File: config.mk
export PLATFORM = sky130hd
export DESIGN_NAME = mul_seq_4bit
export DESIGN_NICKNAME = d
export VERILOG_FILES = /design/src/rtl/mul_seq_pkg.sv /design/src/rtl/mul_seq_4bit_add_nbit.sv /design/src/rtl/mul_seq_4bit.sv
export SDC_FILE = /design/constraint.sdc
export NUM_CORES = 1
export LEC_CHECK = 0
export CAP_MARGIN = 20
export CORE_MARGIN = 2
export CORE_UTILIZATION = 33
export CTS_BUF_LIST = sky130_fd_sc_hd__clkbuf_8
export CTS_CLUSTER_DIAMETER = 200
export DETAILED_ROUTE_END_ITERATION = 7
export SYNTH_ARGS = -nofsm -noshare
export SYNTH_HDL_FRONTEND = slang
export SYNTH_SLANG_ARGS = --single-unit
File: constraint.sdc
create_clock -name clk -period 2.1 [get_ports clk]
set_clock_uncertainty 0.05 [all_clocks]
set_input_delay 0.42 -clock clk [delete_from_list [all_inputs] [get_ports clk]]
set_output_delay 0.42 -clock clk [all_outputs]
set_load 0.005 [all_outputs]
File: src/rtl/mul_seq_pkg.sv
// Shared types and constants for the sequential shift-add multiplier.
package mul_seq_pkg;

    localparam int unsigned DEF_W = 4;

    typedef enum logic [1:0] {
        IDLE = 2'd0,
        RUN  = 2'd1,
        DONE = 2'd2
    } mul_state_e;

endpackage

File: src/rtl/mul_seq_4bit_add_nbit.sv
// W-bit ripple-carry adder with carry-in and carry-out.
module add_nbit #(
    parameter int unsigned W = 4
) (
    input  logic [W-1:0] a,
    input  logic [W-1:0] b,
    input  logic         ci,
    output logic [W-1:0] s,
    output logic         co
);

    logic [W:0] w_c;

    assign w_c[0] = ci;

    for (genvar i = 0; i < W; i++) begin : g_fa
        assign s[i]     = a[i] ^ b[i] ^ w_c[i];
        assign w_c[i+1] = (a[i] & b[i]) | (w_c[i] & (a[i] ^ b[i]));
    end

    assign co = w_c[W];

endmodule

File: src/rtl/mul_seq_4bit.sv
// Sequential shift-add unsigned multiplier: W add/shift edges, then one commit edge into DONE.
// Optional build macro MUL_SEQ_4BIT_ZERO_SKIP_EN short-circuits zero operands straight to DONE.
module mul_seq_4bit
    import mul_seq_pkg::*;
#(
    parameter int unsigned W  = DEF_W,
    parameter int unsigned CW = 3
) (
    input  logic           clk,
    input  logic           rst,
    input  logic           start,
    input  logic [W-1:0]   a,
    input  logic [W-1:0]   b,
    output logic           busy,
    output logic           done,
    output logic [2*W-1:0] p
);

    if (W < 2 || W > 8 || (1 << CW) <= W) begin : g_bad_param
        $error("mul_seq_4bit: illegal W/CW combination");
    end

    localparam logic [CW-1:0] CntLast = CW'(W);

    mul_state_e     r_state;
    logic [CW-1:0]  r_cnt;
    logic [W-1:0]   r_a;
    logic [2*W:0]   r_sr;     // {carry, accumulator, multiplier}
    logic [2*W-1:0] r_p;

    logic [W-1:0]   w_sum;
    logic           w_co;
    logic [2*W:0]   w_step;
    logic [2*W:0]   w_shift;
    logic           w_last;

    add_nbit #(
        .W (W)
    ) u_add (
        .a  (r_a),
        .b  (r_sr[2*W-1:W]),
        .ci (1'b0),
        .s  (w_sum),
        .co (w_co)
    );

    always_comb begin
        w_step  = r_sr;
        if (r_sr[0]) begin
            w_step = {w_co, w_sum, r_sr[W-1:0]};
        end
        w_shift = w_step >> 1;
        w_last  = (r_cnt == CntLast);
    end

    always_ff @(posedge clk) begin
        if (rst) begin
            r_state <= IDLE;
            r_cnt   <= '0;
            r_a     <= '0;
            r_sr    <= '0;
            r_p     <= '0;
        end else begin
            case (r_state)
                IDLE, DONE: begin
                    if (start) begin
                        r_state <= RUN;
                        r_a     <= a;
                        r_sr    <= {1'b0, {W{1'b0}}, b};
                        r_cnt   <= '0;
`ifdef MUL_SEQ_4BIT_ZERO_SKIP_EN
                        // Counter preloaded to the end: next edge commits a zero product.
                        if (a == '0 || b == '0) begin
                            r_cnt <= CntLast;
                            r_sr  <= '0;
                        end
`endif
                    end else begin
                        r_state <= IDLE;
                    end
                end
                RUN: begin
                    if (w_last) begin
                        r_state <= DONE;
                        r_p     <= r_sr[2*W-1:0];
                    end else begin
                        r_sr  <= w_shift;
                        r_cnt <= r_cnt + CW'(1);
                    end
                end
                default: r_state <= IDLE;
            endcase
        end
    end

    // The commit cycle (counter at its end) is not counted as busy.
    assign busy = (r_state == RUN) && !w_last;
    assign done = (r_state == DONE);
    assign p    = r_p;

endmodule

==> out/results.txt, run 1 <==
The insertion delay of the later-clocked pin in the worst-skew pair was 0.27 ns; the proportion of synthesized chip area in sequential cells was 0.422. The area growth from synthesis to layout is 28.3%, and the mean routed wirelength per cell is 11.6 microns. Final-report hold violation count: 0. The remaining antenna violation count after routing was 0.

The run gives 0.00143 sq mm as the cell area after placement. For this run, the top clock speed supported by timing is 477 MHz. By area the synthesized netlist is led by sky130_fd_sc_hd__dfxtp_1, sky130_fd_sc_hd__nand2_1, sky130_fd_sc_hd__a21oi_1. The fraction of registers with async set/reset was 0.

With fillers left out, the area of the finished cells amounts to 0.00152 sq mm. Number of nets at the end of the flow: 179. Summed over all layers, the global routing overflow is 0. During synthesis, Yosys emitted a total of 0 warnings.

The total count of max-transition violations in the final report is 0. The run finished with clean final reports. The post-layout total power came out at 935 uW. Adding up every negative setup slack in the final design gives 0 ns.

Yosys mapped the design onto 31 distinct sky130hd cell types. The synthesized netlist occupies a cell area of 0.00118 sq mm. Clock-pin slew was measured on the worst setup and hold paths at 0.09 ns.

The tools report the setup slack after placement as -0.0214 ns. DRC marker count from the first detailed-route iteration: 26. For the row count, the log shows 21.

The tightest min-delay check is of the reg2reg type. The final number of setup-violating endpoints came out at 0. The effective utilization at floorplan was 0.350.

The slew at the pin closest to its max-slew limit works out to 0.403 ns. Counting every instance in the synthesized netlist gives 137. STA classifies the critical path endpoint as a register. The first global-routing pass estimated 3970 microns of wire.

For the clock sink total, the log shows 25. The die span in y was 63.9 microns. The met1 track demand over resource in global routing is 0.145. The run gives 0.122 as the all-layer global routing usage. Setup repair after global routing could not meet its margin everywhere.

The total wirelength of the detailed-routed design is 2390 microns. After filler insertion, the fill cell instance count of the layout stands at 349. The number of levels the H-tree was split into was 1. Across the run, the number of max-cap violations was 0. The commonest register cell after synthesis was sky130_fd_sc_hd__dfxtp_1.

By startpoint and endpoint, the worst setup path is classified as reg2reg. The max-slew headroom at the worst pin was 0.731; the number of buffers created by CTS was 3. The first detailed-routing pass took 4 iterations.

The required time of the critical path came out at 2.22 ns. The final standard cell count with taps included and fillers excluded was 207. The most area-hungry cell type in the Yosys netlist was sky130_fd_sc_hd__dfxtp_1. The number of top-level pins came out at 21. The standby leakage power came out at 0.555 nW. Most instantiated library cell after synthesis: sky130_fd_sc_hd__nand2_1. Buffers placed on the I/O ports in this run total 20. The met3 layer usage reported by global route was 0.0405; the final RePlAce weighted congestion was 0.771. Each instance of the synthesized netlist takes up on average 8.65 sq um.

In this run the power density over the cells is 615 mW/mm^2. The share of post-route cells with drive strength above 1 is 0.224. When the netlist entered floorplanning its net count stood at 154. The top cell type's share of synthesized area is 0.422.

The final worst-path cycle share was 0.998. For the antenna diode count, the log shows 0. The cell chosen for the clock root was sky130_fd_sc_hd__clkbuf_8. The routed layout has 974 vias.

The floorplan step defined a core boundary enclosing 0.00339 sq mm. The number of global-route vias before repair is 925. The global routing stage identified its most utilized layer as met2.

The run gives 0.00409 sq mm as the die area. The shortest clock period the worst path allows after layout came out at 2.10 ns. The mean number of vias per cell works out to 4.71.

After synthesis, the most frequently instantiated cells are sky130_fd_sc_hd__nand2_1, sky130_fd_sc_hd__dfxtp_1, sky130_fd_sc_hd__a21oi_1. From left edge to right edge, the die measures 63.9 microns. The run gives 201 as the number of placed instances with taps included. For the HPWL reported at the end of detailed placement, the log shows 1820 microns. The total of flip-flops plus latches after synthesis works out to 25. The met2 capacity usage during global routing was 0.211. The critical path arrival came out at 2.21 ns. The logs give 0 for the DRC violation count after routing and 0 for the number of antenna violations at the first check in global routing. Highest net fanout along the worst path: 2. IR analysis of the VDD net gives a maximum drop of 0.470 mV. The buffer depth of the longest clock path came out at 2. TritonCTS built the clock tree. Pin count of the biggest net entering global routing: 16. Yosys mapped a number of flops with a built-in enable equal to 0.

Kind of launch point of the worst setup path: a register. After layout, the worst setup slack is 0.00455 ns.
[state kept, by name, indices dropped and copies added, names as in the netlist]
| name | count |
|---|---|
| r_cnt | 3 |
| r_state | 2 |
| r_sr | 8 |
| p | 8 |
| r_a | 4 |
[logic make-up after synthesis]
| family | share of synthesized area |
|---|---|
| and+or+nand+nor | 0.240 |
| AOI/OAI and AO/OA | 0.164 |
| buffers and inverters | 0.0644 |
| adders and majority gates | 0.0824 |
| DFF | 0.422 |
| muxes | 0.0275 |
[layer usage]
metal	wire (microns)	part of all wire
met5	0	0
met4	8	0.0033
met1	1120	0.47
met3	105	0.044
met2	1160	0.48
[final timing paths]
check | cells past startpoint | to | start | slack, ns
hold reg to reg | 2 | p[2] | p[2] | 0.41
setup reg to reg | 9 | r_sr[6] | r_a[0] | 0.005
setup / recovery | 9 | r_sr[6] | r_a[0] | 0.005
hold / removal | 2 | p[2] | p[2] | 0.41
[worst max-delay path, cell delays in order, from the launching register on]
cell                      delay (ns)
sky130_fd_sc_hd__dfxtp_2        0.33
sky130_fd_sc_hd__ha_2           0.17
sky130_fd_sc_hd__inv_2          0.05
sky130_fd_sc_hd__fa_2           0.19
sky130_fd_sc_hd__inv_2          0.04
sky130_fd_sc_hd__fa_2           0.33
sky130_fd_sc_hd__fa_1           0.45
sky130_fd_sc_hd__mux2_4         0.27
sky130_fd_sc_hd__nand2_1        0.06
sky130_fd_sc_hd__a21oi_1        0.05
[area by class of cell]
type | instances | area, sq um | area share
Clock buffer | 3 | 41.3 | 0.0272
Clock inverter | 1 | 7.51 | 0.00494
Inverter | 7 | 26.3 | 0.0173
Multi-Input combinational cell | 98 | 627 | 0.412
Sequential cell | 25 | 505 | 0.333
Tap cell | 46 | 57.6 | 0.0379
Timing Repair Buffer | 27 | 255 | 0.168
[layout by cell type, fill, tap and decap left out, types with 3 or more instances in the layout]
cell type,instances
sky130_fd_sc_hd__nor2_1,3
sky130_fd_sc_hd__a311oi_2,3
sky130_fd_sc_hd__nor2_2,4
sky130_fd_sc_hd__dfxtp_1,21
sky130_fd_sc_hd__dfxtp_2,4
sky130_fd_sc_hd__nand3_1,4
sky130_fd_sc_hd__nand2_1,37
sky130_fd_sc_hd__inv_2,3
sky130_fd_sc_hd__buf_4,7
sky130_fd_sc_hd__clkbuf_8,3
sky130_fd_sc_hd__clkdlybuf4s50_1,19
sky130_fd_sc_hd__inv_1,4
sky130_fd_sc_hd__a21oi_1,20
sky130_fd_sc_hd__and2b_1,3
[through the flow]
stage | hold WS, ns | util
2_1_floorplan | 0.386 | -
3_3_place_gp | 0.394 | 0.422
3_5_place_dp | 0.401 | 0.422
4_1_cts | 0.414 | 0.446
5_1_grt | 0.432 | 0.449
6_report | 0.409 | 0.449
[timing repair]
item                       4_1_cts  5_1_grt
gates cloned                     0        0
setup buffers                    1        1
hold buffers                     0        0
setup endpoints to repair        2        2
pin swaps                        1        1
hold endpoints to repair         0        0
resized for setup               11        2
[report_power, final]
group	switching (mW)	total (mW)	internal (mW)	leakage (nW)
clock network	0.157	0.292	0.135	0.0217
logic	0.0690	0.132	0.0629	0.328
registers	0.0193	0.511	0.492	0.205
Note: power is estimated with default switching activity, not from simulation.
==> run 2: changes to the inputs <==
--- a/config.mk
+++ b/config.mk
@@ -7,5 +7,5 @@
 export LEC_CHECK = 0
 export CAP_MARGIN = 20
-export CORE_MARGIN = 2
+export CORE_MARGIN = 3
 export CORE_UTILIZATION = 33
 export CTS_BUF_LIST = sky130_fd_sc_hd__clkbuf_8
==> constraint.sdc (replaced) <==
create_clock -name clk -period 2.1 [get_ports clk]
set_clock_uncertainty 0.05 [all_clocks]
set_input_delay 0.42 -clock clk [delete_from_list [all_inputs] [get_ports clk]]
set_output_delay 0.42 -clock clk [all_outputs]
set_load 0.1 [all_outputs]
==> run 2 against run 1 <==
  * Largest power group unchanged
  * Critical path type unchanged
  * First-iteration DRC count grew 140%
  * Cell count down 0.48%
  * Utilization is 0.85 points lower
  * Global-route usage barely moved
  * Maximum frequency up 0.60%
  * Critical path depth did not move
==> out/results.txt, run 2 (synthesized netlist as in run 1, its figures left out) <==
The flow ran to the end, and the final reports show no timing, DRC or antenna violations. The highest net fanout along the worst path came out at 2 (unchanged). The tools report the clock sink total as 25 (unchanged). The logs give 0.02 ns (about the same) for the internal reg-to-reg setup slack and 352 (+0.86%) for the fill cell total of the finished layout.

The DRC marker count from the first detailed-route iteration was 63 (+140%); the mean routed wirelength per cell was 12.0 microns (+4.0%). The number of nets at the end of the flow came out at 178 (-0.56%). The run gives 0 (unchanged) as the final number of setup-violating endpoints. The tools report the maximum clock frequency as 480 MHz (+0.60%).

The kind of end point of the critical path was a register. The number of global-route vias before repair was 867 (-6.3%); the HPWL reported at the end of detailed placement was 1910 microns (+5.3%). The number of top-level pins is 21 (unchanged), and the vias after detailed routing is 950 (-2.5%). The max-slew headroom at the worst pin was 0.733 (+0.00286); the row count was 21 (unchanged). The path with the worst hold slack has its endpoint at p[2].

The tools report the DRC violation count after routing as 0 (unchanged). The worst setup path is launched from a register. The die span in y works out to 65.9 microns (+3.1%).

Area growth from synthesis to layout: 25.9%. The critical path arrival came out at 2.20 ns (about the same). The tools report the power share of the sequential group as 0.542 (-0.005). In this run the most critical hold path is launched from p[2]. The antenna diode count is 0 (unchanged). Final worst-path cycle share: 0.992 (-0.00600). TritonCTS built the clock tree.

The die area is 0.00435 sq mm (+6.4%), and the pin count of the biggest net entering global routing is 16 (unchanged). The run gives 943 uW (+0.87%) as the post-layout total power. For the total count of max-transition violations in the final report, the log shows 0 (unchanged).

Shortest clock period the worst path allows after layout: 2.08 ns (-0.0126 ns). Clock-pin transition on the worst setup and hold timing paths: 0.09 ns (about the same). The number of instances on the worst hold path works out to 2 (unchanged). The worst register-to-register path begins at r_a[0]. The number of buffers created by CTS is 3 (unchanged), and the effective utilization at floorplan is 0.350 (unchanged). Worst min-delay path category: reg2reg. The number of levels the H-tree was split into is 1 (unchanged). The final RePlAce weighted congestion is 0.788 (+2.3%). The share of post-route cells with drive strength above 1 is 0.238 (+0.0139). The mean number of vias per cell works out to 4.61 (-2.0%). Setup repair after global routing could not meet its margin everywhere. The clock share of power is 0.304 (-0.008). The tools report the standby leakage power as 0.564 nW (+1.6%).

The horizontal die dimension came out at 65.9 microns (+3.1%). All-layer global routing usage: 0.123 (+0.000475). For the remaining antenna violation count after routing, the log shows 0 (unchanged). The tools report the switching power as 252 uW (+2.7%).

The global-route wire length before repair was 4130 microns (+3.8%). The library cell used most frequently in the layout, excluding fill and tap cells, is sky130_fd_sc_hd__nand2_1. Total of hold buffers inserted after clock tree synthesis: 0 (unchanged). The endpoint of the most critical register-to-register path was r_sr[6].

The number of cells on the worst reg-to-reg path was 9 (unchanged); the detailed-routing iteration count for the pre-antenna-repair pass was 4 (unchanged). The required time of the critical path came out at 2.22 ns (about the same). The tools report the total wirelength of the detailed-routed design as 2480 microns (+3.5%).

In this run the worst setup path begins at r_a[0]. The internal power is 691 uW (+0.22%). The remaining global-route overflow was 0 (unchanged).

The cell sitting at the root of the clock tree is a sky130_fd_sc_hd__clkbuf_8. The buffer depth of the longest clock path was 2 (unchanged); the number of max-cap violations was 0 (unchanged). The power density of the placed cells is 632 mW/mm^2 (+2.8%). The worst-case vdd ir drop came out at 0.221 mV (-53%). In the layout the commonest cells are sky130_fd_sc_hd__nand2_1, sky130_fd_sc_hd__dfxtp_1, sky130_fd_sc_hd__a21oi_1, sky130_fd_sc_hd__buf_4, sky130_fd_sc_hd__clkdlybuf4s50_1. The number of antenna violations at the first check in global routing came out at 0 (unchanged). The tools report the sum of negative setup slack as 0 ns (unchanged).

The slew at the pin closest to its max-slew limit is 0.398 ns (-0.00427 ns), and the count of buffers inserted at the top-level ports is 20 (unchanged). The insertion delay of the later-clocked pin in the worst-skew pair is 0.27 ns (about the same). The final-report hold violation count came out at 0 (unchanged). The placeable core area was 0.00339 sq mm (unchanged). Switching power share of the total: 0.267 (+0.00472). The run gives 0.154 (+0.013) as the logic gate share of total power. The critical path start-end classification was reg2reg.
## run 2: cell types whose count changed in the layout (fill, tap and decap cells not counted), sizes merged
cell and delta:
buf +9, clkdlybuf4s50 -9, dlymetal6s2s -1
## run 2: layout make-up
type                       instances  area, sq um  area share
clock buffer                       3         41.3      0.0277
tap                               46         57.6      0.0386
inverter                           7         26.3      0.0176
multi-input combinational         98          611       0.409
clock inverter                     1         7.51     0.00503
sequential                        25          503       0.337
timing repair buffer              26          245       0.164
## run 2: power groups by stage
stage               Combinational [mW]  Clock (mW)  Sequential (mW)
floorplan                        0.109           0            0.513
global placement                 0.141           0            0.521
detailed placement               0.144           0            0.522
CTS                              0.145       0.302            0.511
global route                     0.160       0.324            0.515
finish                           0.145       0.287            0.511
## run 2: worst max path at each step
stage | endpoint | depth (start not counted)
5_1_grt | r_sr[6] | 9
3_5_place_dp | r_sr[6] | 9
4_1_cts | r_sr[6] | 9
3_3_place_gp | r_sr[6] | 9
2_1_floorplan | r_sr[6] | 9
6_report | r_sr[6] | 9
## run 2: repair_timing
| item | 4_1_cts | 5_1_grt |
|---|---|---|
| endpoints found under the setup margin | 1 | 1 |
| resized for setup | 3 | 0 |
| buffers inserted | 0 | 1 |
| gates cloned | 0 | 0 |
## run 2: metal layers
metal,vias up,GRT usage,part of all wire
li1,501,-,-
met5,-,0,0
met2,16,0.208,0.48
met3,2,0.0153,0.040
met4,0,0.0311,0.0057
met1,431,0.164,0.47
## run 2: per-stage QoR
stage               utilization  setup WS, ns  cell area, sq um  hold slack, ns  std cells
floorplan                     -        0.0353              1180           0.386        137
global placement          0.422        0.0264              1430           0.396        201
detailed placement        0.422       -0.0329              1430           0.399        201
CTS                       0.438    -0.0000544              1480           0.413        205
global route              0.440       -0.0832              1490           0.450        206
finish                    0.440        0.0171              1490           0.409        206
## run 2: worst max-delay path, stage by stage, from the launching register on
cell and delay, ns:
sky130_fd_sc_hd__dfxtp_2 0.34, sky130_fd_sc_hd__ha_1 0.14, sky130_fd_sc_hd__inv_1 0.05, sky130_fd_sc_hd__fa_1 0.35, sky130_fd_sc_hd__inv_1 0.08, sky130_fd_sc_hd__fa_2 0.19
sky130_fd_sc_hd__fa_1 0.40, sky130_fd_sc_hd__mux2_2 0.27, sky130_fd_sc_hd__nand2_1 0.06, sky130_fd_sc_hd__a21oi_1 0.05
